## config.mk

```make
export PLATFORM = sky130hd
export DESIGN_NAME = lzma2_perf_monitor
export DESIGN_NICKNAME = d
export VERILOG_FILES = /design/src/rtl/lzma2_perf_monitor.sv
export SDC_FILE = /design/constraint.sdc
export NUM_CORES = 2
export LEC_CHECK = 0
export ABC_CLOCK_PERIOD_IN_PS = 44200
export CORE_ASPECT_RATIO = 1.25
export CORE_MARGIN = 1.5
export CORE_UTILIZATION = 59
export CTS_BUF_LIST = sky130_fd_sc_hd__clkbuf_8 sky130_fd_sc_hd__clkbuf_16
export DETAILED_ROUTE_END_ITERATION = 16
export HOLD_SLACK_MARGIN = 0.1
export MAX_ROUTING_LAYER = met4
export PLACE_DENSITY = 0.76
export SYNTH_ARGS = -nofsm -noshare
export SYNTH_HDL_FRONTEND = slang
export SYNTH_SLANG_ARGS = --single-unit
```

## constraint.sdc

```tcl
create_clock -name clk -period 44.2 [get_ports clk]
set_input_delay 4.42 -clock clk [delete_from_list [all_inputs] [get_ports clk]]
set_output_delay 4.42 -clock clk [all_outputs]
set_load 0.03 [all_outputs]
```

## src/rtl/lzma2_perf_monitor.sv

```systemverilog
// lzma2_perf_monitor: run-time performance monitor for the LZMA2 datapath.
// Counts cycles, stall cycles and NUM_EVT event streams while a run is active,
// copies them into readable snapshot registers every INTERVAL cycles and at
// the end of a run, and traps stall / no-progress / protocol errors.
// Optional feature: define LZMA2_PERF_UTIL_EN to enable per-interval
// utilisation counting on util_cnt (otherwise util_cnt is tied to zero).
module lzma2_perf_monitor #(
   parameter int NUM_EVT        = 8,
   parameter int CNT_W          = 32,
   parameter int INTERVAL       = 1000,
   parameter int STALL_LIMIT    = 1000,
   parameter int TIMEOUT_CYCLES = 100000
) (
   input  logic                         clk,
   input  logic                         rst,
   input  logic                         start,
   input  logic                         done,
   input  logic                         clear,
   input  logic [NUM_EVT-1:0]           evt,
   input  logic                         stall,
   input  logic                         progress,
   input  logic [$clog2(NUM_EVT+2)-1:0] rd_sel,
   output logic [CNT_W-1:0]             rd_data,
   output logic                         busy,
   output logic                         snap_valid,
   output logic                         sat_warn,
   output logic [3:0]                   err_code,
   output logic [CNT_W-1:0]             util_cnt
);

   localparam int SEL_W = $clog2(NUM_EVT+2);
   localparam int INT_W = $clog2(INTERVAL+1);
   localparam int STL_W = $clog2(STALL_LIMIT+1);
   localparam int TMO_W = $clog2(TIMEOUT_CYCLES+1);

   localparam logic [INT_W-1:0] INT_LAST = INT_W'(INTERVAL-1);
   localparam logic [STL_W-1:0] STL_LAST = STL_W'(STALL_LIMIT-1);
   localparam logic [TMO_W-1:0] TMO_LAST = TMO_W'(TIMEOUT_CYCLES-1);
   localparam logic [SEL_W-1:0] SEL_CYC  = SEL_W'(NUM_EVT);
   localparam logic [SEL_W-1:0] SEL_STL  = SEL_W'(NUM_EVT+1);
   localparam logic [CNT_W-1:0] CNT_MAX  = '1;

   typedef enum logic [1:0] {IDLE, RUN, HOLD, ERROR} state_t;

   state_t           state, state_nxt;
   logic [3:0]       err_nxt;

   logic [CNT_W-1:0] evt_cnt  [NUM_EVT];
   logic [CNT_W-1:0] evt_nxt  [NUM_EVT];
   logic [CNT_W-1:0] evt_snap [NUM_EVT];
   logic [CNT_W-1:0] cyc_cnt, cyc_nxt, cyc_snap;
   logic [CNT_W-1:0] stl_cnt, stl_nxt, stl_snap;
   logic [INT_W-1:0] int_cnt;
   logic [STL_W-1:0] stl_run;
   logic [TMO_W-1:0] np_cnt;
   logic [CNT_W-1:0] rd_mux;

   logic launch;     // new run begins: live and watchdog counters restart
   logic wipe;       // clear accepted: snapshots, live counters, sat_warn zeroed
   logic take_snap;  // copy live counters into snapshots this edge
   logic wrap;
   logic sat_hit;

   // Saturating increment: holds at all-ones instead of wrapping.
   function automatic logic [CNT_W-1:0] sat_inc(input logic [CNT_W-1:0] v, input logic en);
      return (en && (v != CNT_MAX)) ? v + CNT_W'(1) : v;
   endfunction

   // True when this increment lands on (or pushes against) the ceiling.
   function automatic logic sat_reach(input logic [CNT_W-1:0] v, input logic en);
      return en && (v >= CNT_MAX - CNT_W'(1));
   endfunction

   assign busy = (state == RUN);
   assign wrap = (int_cnt == INT_LAST);

   // Next-state and error decode; errors outrank done, done outranks the interval wrap.
   always_comb begin
      state_nxt = state;
      err_nxt   = err_code;
      launch    = 1'b0;
      wipe      = 1'b0;
      take_snap = 1'b0;
      case (state)
         IDLE, HOLD: begin
            if (clear) wipe = 1'b1;
            if (start) begin
               launch    = 1'b1;
               state_nxt = RUN;
            end
         end
         RUN: begin
            if (start) begin
               state_nxt = ERROR;
               err_nxt   = 4'h5;
            end else if (stall && (stl_run == STL_LAST)) begin
               state_nxt = ERROR;
               err_nxt   = 4'h6;
            end else if (!progress && (np_cnt == TMO_LAST)) begin
               state_nxt = ERROR;
               err_nxt   = 4'h4;
            end else if (done) begin
               state_nxt = HOLD;
               take_snap = 1'b1;
            end else if (wrap) begin
               take_snap = 1'b1;
            end
         end
         ERROR: begin
            if (clear) begin
               state_nxt = IDLE;
               err_nxt   = 4'h0;
               wipe      = 1'b1;
            end
         end
         default: state_nxt = IDLE;
      endcase
   end

   // Candidate live-counter values including this cycle's increments.
   always_comb begin
      cyc_nxt = sat_inc(cyc_cnt, 1'b1);
      stl_nxt = sat_inc(stl_cnt, stall);
      sat_hit = sat_reach(cyc_cnt, 1'b1) | sat_reach(stl_cnt, stall);
      for (int i = 0; i < NUM_EVT; i++) begin
         evt_nxt[i] = sat_inc(evt_cnt[i], evt[i]);
         sat_hit    = sat_hit | sat_reach(evt_cnt[i], evt[i]);
      end
   end

   // State, error code and sticky saturation warning.
   always_ff @(posedge clk or posedge rst) begin
      if (rst) begin
         state    <= IDLE;
         err_code <= 4'h0;
         sat_warn <= 1'b0;
      end else begin
         state    <= state_nxt;
         err_code <= err_nxt;
         if (launch || wipe)
            sat_warn <= 1'b0;
         else if ((state == RUN) && sat_hit)
            sat_warn <= 1'b1;
      end
   end

   // Live counters and watchdogs advance only in RUN; frozen elsewhere.
   always_ff @(posedge clk or posedge rst) begin
      if (rst) begin
         for (int i = 0; i < NUM_EVT; i++) evt_cnt[i] <= '0;
         cyc_cnt <= '0;
         stl_cnt <= '0;
         int_cnt <= '0;
         stl_run <= '0;
         np_cnt  <= '0;
      end else if (launch || wipe) begin
         for (int i = 0; i < NUM_EVT; i++) evt_cnt[i] <= '0;
         cyc_cnt <= '0;
         stl_cnt <= '0;
         int_cnt <= '0;
         stl_run <= '0;
         np_cnt  <= '0;
      end else if (state == RUN) begin
         for (int i = 0; i < NUM_EVT; i++) evt_cnt[i] <= evt_nxt[i];
         cyc_cnt <= cyc_nxt;
         stl_cnt <= stl_nxt;
         int_cnt <= wrap ? '0 : int_cnt + INT_W'(1);
         stl_run <= stall ? stl_run + STL_W'(1) : '0;
         np_cnt  <= progress ? '0 : np_cnt + TMO_W'(1);
      end
   end

   // Snapshot capture uses the post-increment values so the snapshot-cycle events are included.
   always_ff @(posedge clk or posedge rst) begin
      if (rst) begin
         for (int i = 0; i < NUM_EVT; i++) evt_snap[i] <= '0;
         cyc_snap   <= '0;
         stl_snap   <= '0;
         snap_valid <= 1'b0;
      end else begin
         snap_valid <= take_snap;
         if (wipe) begin
            for (int i = 0; i < NUM_EVT; i++) evt_snap[i] <= '0;
            cyc_snap <= '0;
            stl_snap <= '0;
         end else if (take_snap) begin
            for (int i = 0; i < NUM_EVT; i++) evt_snap[i] <= evt_nxt[i];
            cyc_snap <= cyc_nxt;
            stl_snap <= stl_nxt;
         end
      end
   end

   // Read-select decode; out-of-range selects read zero.
   always_comb begin
      rd_mux = '0;
      for (int i = 0; i < NUM_EVT; i++)
         if (rd_sel == SEL_W'(i)) rd_mux = evt_snap[i];
      if (rd_sel == SEL_CYC) rd_mux = cyc_snap;
      if (rd_sel == SEL_STL) rd_mux = stl_snap;
   end

   // Registered read port, one cycle behind rd_sel.
   always_ff @(posedge clk or posedge rst) begin
      if (rst) rd_data <= '0;
      else     rd_data <= rd_mux;
   end

`ifdef LZMA2_PERF_UTIL_EN
   logic [CNT_W-1:0] util_run;

   // Non-stall cycles in the current interval, published on each snapshot.
   always_ff @(posedge clk or posedge rst) begin
      if (rst) begin
         util_run <= '0;
         util_cnt <= '0;
      end else if (launch || wipe) begin
         util_run <= '0;
         if (wipe) util_cnt <= '0;
      end else if (state == RUN) begin
         if (take_snap) begin
            util_cnt <= sat_inc(util_run, !stall);
            util_run <= '0;
         end else begin
            util_run <= sat_inc(util_run, !stall);
         end
      end
   end
`else
   assign util_cnt = '0;
`endif

endmodule

```

# Yosys cells after proc, flatten, opt, wreduce, memory -nomap -nowiden
# Cells that the tools add are included.
# op_classes
add_sub_neg	13
magnitude_cmp	10
eq_ne	29
muxes	65
bitwise	9
n_reduce_logical	33
# op_table
cell	count
$mux 256	4
$mux 32	28
$add 32x1->32 const B	10
$ge 32x32->1 const B	10
$ne 32x32->1 const B	10
$mux 10	6
$mux 17	3
$logic_and 1x1->1	21
$add 10x1->10 const B	2
$eq 10x10->1 const B	2
$add 17x1->17 const B	1
$eq 17x17->1 const B	1
$eq 4x3->1 const B	4
$mux 4	4
$mux 1	12
$mux 2	6
$or 1x1->1	9
$eq 4x2->1 const B	2
$eq 4x4->1 const B	2
$pmux 4 s2	1
$reduce_bool 2->1	4
$pmux 2 s3	1
$reduce_and 3->1	2
$ne 5x3->1 const B	1
11 further kinds	13
# word_totals
register_bits	717
inputBits	19
output_inout_bits	71
wordCells	187

# Longest topological paths before layout
# depth
ltp_word	14
ltp_mapped	11
mapped_depth_nobuf	9

# Worst setup path after synthesis
# OpenSTA, ideal clock, no wires.
# synth_path
kind	input port to flip-flop
startpoint	input stall
endpoint	register evt_snap[251] (netlist bit)
setup_ns	0.133
t_arrival_ns	6.139
required_time_ns	44.067
path_slack_ns	37.928
stages	9
n_path_buf	4
path_cell_list	clkbuf_1 > nor4bb_1 > a41o_1 > a21oi_1 > nand2_1 > buf_2 > buf_2 > clkbuf_1 > o21ai_1
# synth_via
elab_chain_len	5
# synth_lines
element	line_no	rtl
start, declared	20	input logic stall,
$logic_and 1x1->1	96	end else if (stall && (stl_run == STL_LAST)) begin
$mux 1	96	
$mux 1	93	if (start) begin
$mux 1	84	case (state)
$reduce_bool 2->1 (no source line)	n/a	
end, declared	50	logic [CNT_W-1:0] evt_snap [NUM_EVT];
# Every way passes these cells.
# A chain may end at the register's enable or synchronous reset.

# Worst setup path after layout
# layout_path
startpoint	input stall
endpoint	register evt_snap[111] (netlist bit)
# Same word-level chain as after synthesis.

==> summary.md <==
| Metric | Value |
|---|---|
| R2R setup slack | 39.34 ns |
| FP Rows | 105 |
| EDFF count, synth | 0 |
| First-pass GRT wire length | 184,000 µm |
| Hold Path End | evt_snap[166]$_DFFE_PP0P_ |
| # IOs | 90 |
| Pins over their slew limit | 0 |
| Hpwl dp | 78,200 µm |
| Async set-or-reset flop fraction in the synthesized netlist | 1.00 |
| Nets | 4,302 |
| Grt total ovfl | 0 |
| Worst clock skew | 0.0220 ns |
| Clk sink count | 716 |
| Final Critical Period | 7.79 ns |
| CP max stage cell | buf_4 |
| CP Launch Type | primary input |
| Root buffer cell | clkbuf_16 |
| Final hold violations | 0 |
| Post-synthesis cell type count | 99 |
| Layout cells sized above 1 | 0.0602 |
| Htree depth | 3 |
| Switching share of total power | 0.356 |
| Worst slew pin tran | 1.37 ns |
| Clock transition at path regs | 0.07 ns |
| CP arrival | 8.25 ns |
| WL/cell | 22.7 µm |
| Tot Pwr | 1830 µW |
| Most used cell, CP | buf_4 |
| Period utilisation layout | 0.176 |
| Dpl cell area | 39,900 µm² |
| GPL Wtd Cong | 1.02 |
| Internal power of the cells | 1180 µW |
| Crit path cell chain | clkdlybuf4s50_1 -> buf_4 -> nor4bb_1 -> a41o_1 -> a21oi_1 -> nand2_4 -> buf_4 -> buf_4 -> o21ai_0 |
| Utilization after layout | 0.647 |
| GRT Overall Usage | 0.354 |
| Hold Crit Class | reg -> reg |
| Max-Slew Margin vs Limit | 0.0869 |
| Routed vias/inst | 6.63 |
| Cts repair resizes | 0 |
| Die W | 234 µm |
| CTS tree | built |
| HP Start | evt_snap[166]$_DFFE_PP0P_ |
| Yosys reg bits | 716 |
| Highest Clock Rate | 128 MHz |
| Post-synthesis cell area | 39,300 µm² |
| 1st-iter DRT viols | 3,832 |
| Critical path peak fanout | 104 |
| Pleak | 0.0173 µW |
| Unrepaired setup endpoints after global routing | no |
| DR DRC count | 0 |
| Max IR drop VDD | 51.2 µV |
| Warnings, synthesis | 0 |
| Post-CTS Setup Bufs | 0 |
| Post-synthesis cell count | 4,408 |
| Drt total wl | 117,000 µm |
| DR vias | 34,300 |
| Status | complete, no violations |
| Design Area, Final | 42,600 µm² |
| Area grow syn2layout | 8.31% |
| Final setup TNS | 0 ns |
| Hold-fix buffer count after cts | 0 |
| Reg-to-reg endpoint | evt_snap[111]$_DFFE_PP0P_ |
| Clock group share of total power | 0.372 |
| Antenna viol nets, final | 0 |
| Crit path required time | 44.66 ns |
| Psw | 652 µW |
| Initial antenna violation count | 2 |
| Avg Inst Size Synth | 8.92 µm² |
| Core Box Area | 65,800 µm² |
| Combinational power share | 0.246 |
| Critical setup path kind | in -> reg |
| Reg power frac | 0.382 |
| Total Die Area | 68,200 µm² |
| Port buffer count | 56 |
| Top post-synthesis cells by area | dfrtp_1 (46%), o21ai_0 (6.2%), nand2_1 (6.1%) |
| Largest net degree at the start of global routing | 203 |
| Cell accounting for the most synthesized area | dfrtp_1 |
| Max-cap violations | 0 |
| Seq/Total Area, Yosys | 0.456 |
| Reg2reg path depth | 7 |
| Die height | 292 µm |
| Clk_lat worst skew | 0.63 ns |
| Hold path cells | 2 |
| DRT Pass-1 Iters | 7 |
| # setup viols final | 0 |
| Reg-to-reg startpoint | state[0]$_DFFE_PP0P_ |
| Synth top area share | 0.456 |
| Main synth FF type | dfrtp_1 |
| Crit. End Element | register |
| PwrDens | 43.0 nW/µm² |
| Initial core utilization | 0.597 |
| Crit-path max cell delay | 0.90 ns |
| Vias in the first global route | 32,100 |
| Max clock buf depth | 3 |
| TritonCTS Buffers | 75 |
[flip-flops by register name (all words and copies together) (netlist names)]
| name | count |
|---|---|
| sat_warn | 1 |
| int_cnt | 10 |
| stl_run | 10 |
| err_code | 3 |
| cyc_cnt | 32 |
| evt_cnt | 256 |
| stl_snap | 32 |
| state | 2 |
| rd_data | 32 |
| stl_cnt | 32 |
| np_cnt | 17 |
| snap_valid | 1 |
| evt_snap | 256 |
| cyc_snap | 32 |
[worst max-delay path by stage]
stage	startpoint	end	slack, ns	cells past startpoint
6_report	stall	evt_snap[111]$_DFFE_PP0P_	36.41	9
5_1_grt	stall	evt_snap[139]$_DFFE_PP0P_	36.15	11
4_1_cts	stall	evt_snap[234]$_DFFE_PP0P_	36.51	11
3_5_place_dp	stall	evt_snap[234]$_DFFE_PP0P_	35.84	9
3_3_place_gp	progress	stl_snap[17]$_DFFE_PP0P_	35.96	8
2_1_floorplan	rst	cyc_cnt[0]$_DFFE_PP0P_	19.70	1
[synth_stat cells, types with 8 or more instances]
cell type  instances
inv_1             94
nand3_1          202
a32oi_1           27
and2_1            33
o22ai_1           70
dfrtp_1          716
ha_1              23
a211oi_1          16
nand2_1          640
clkbuf_1         238
xor2_1           159
and4_1            54
nor2b_1            8
nor3_1            60
nor4_1            26
a31oi_1          122
or3_1             26
a21o_1            44
o31ai_1          134
a22o_1            29
o21ai_1           99
xnor2_1          136
nor2_1           170
or2_2              8
nand2b_1           8
mux2i_1           58
and3_1            80
a41oi_1           21
buf_2             58
a221oi_1          23
buf_1             23
a21oi_1          147
o21ai_0          488
buf_4             33
nand4_1          136
[kinds of logic (layout without fill, tap and decap cells)]
kind of cell	count (synthesis)	after routing	synth area share
DFF	716	716	0.456
buffers and inverters	454	335	0.0490
other	1	37	0.0000954
muxes	69	69	0.0193
xor gates and xnor gates	295	295	0.0657
and+or+nand+nor	1514	1514	0.190
adders and majority gates	23	23	0.00732
AOI/OAI and AO/OA	1336	1336	0.213
[critical path, delay by kind of cell]
family	cells	cell delay [ns]
buf+inv	4	2.38
simple gates	2	0.72
compound gates	3	0.59
[metal layers]
metal	share of wire	global-route usage	vias to the layer above
li1	-	-	15700
met1	0.40	0.451	16900
met2	0.47	0.543	1437
met3	0.071	0.0472	313
met4	0.061	0.199	0
met5	0	-	-
[power groups by stage]
stage               combinational (µW)  clock [µW]  sequential, µW
finish                             450         680             700
floorplan                          315           0             707
global route                       484         712             703
detailed placement                 439           0             711
CTS                                441         686             699
global placement                   429           0             710
[area by class of cell]
type,instances,area [µm²]
Sequential cell,716,17900
Clock inverter,45,500
Inverter,97,377
Multi-Input combinational cell,3270,19700
Tap cell,856,1070
Timing Repair Buffer,100,918
Fill cell,5370,23200
Clock buffer,93,2120
Antenna cell,4,10.0
[cell usage in the layout, fill, tap and decap left out, drive strengths merged, types with 34 or more instances in the layout]
cell	instances
a21o	44
xnor2	136
a31oi	122
o22ai	70
and2	34
nand3	205
a21oi	148
inv	114
nor2	172
nand4	140
o31ai	134
nand2	642
buf	46
xor2	159
dfrtp	716
clkbuf	93
nor3	63
o21ai	587
and4	54
clkdlybuf4s50	54
and3	81
mux2i	58
[per-stage QoR]
stage | setup WS [ns] | hold slack, ns | instances
3_5_place_dp | 35.84 | 0.466 | 5039
4_1_cts | 36.51 | 0.483 | 5177
3_3_place_gp | 35.96 | 0.456 | 5039
2_1_floorplan | 19.70 | 0.444 | 4440
5_1_grt | 36.15 | 0.506 | 5179
6_report | 36.41 | 0.480 | 5181
(Power assumes the default switching activity.)
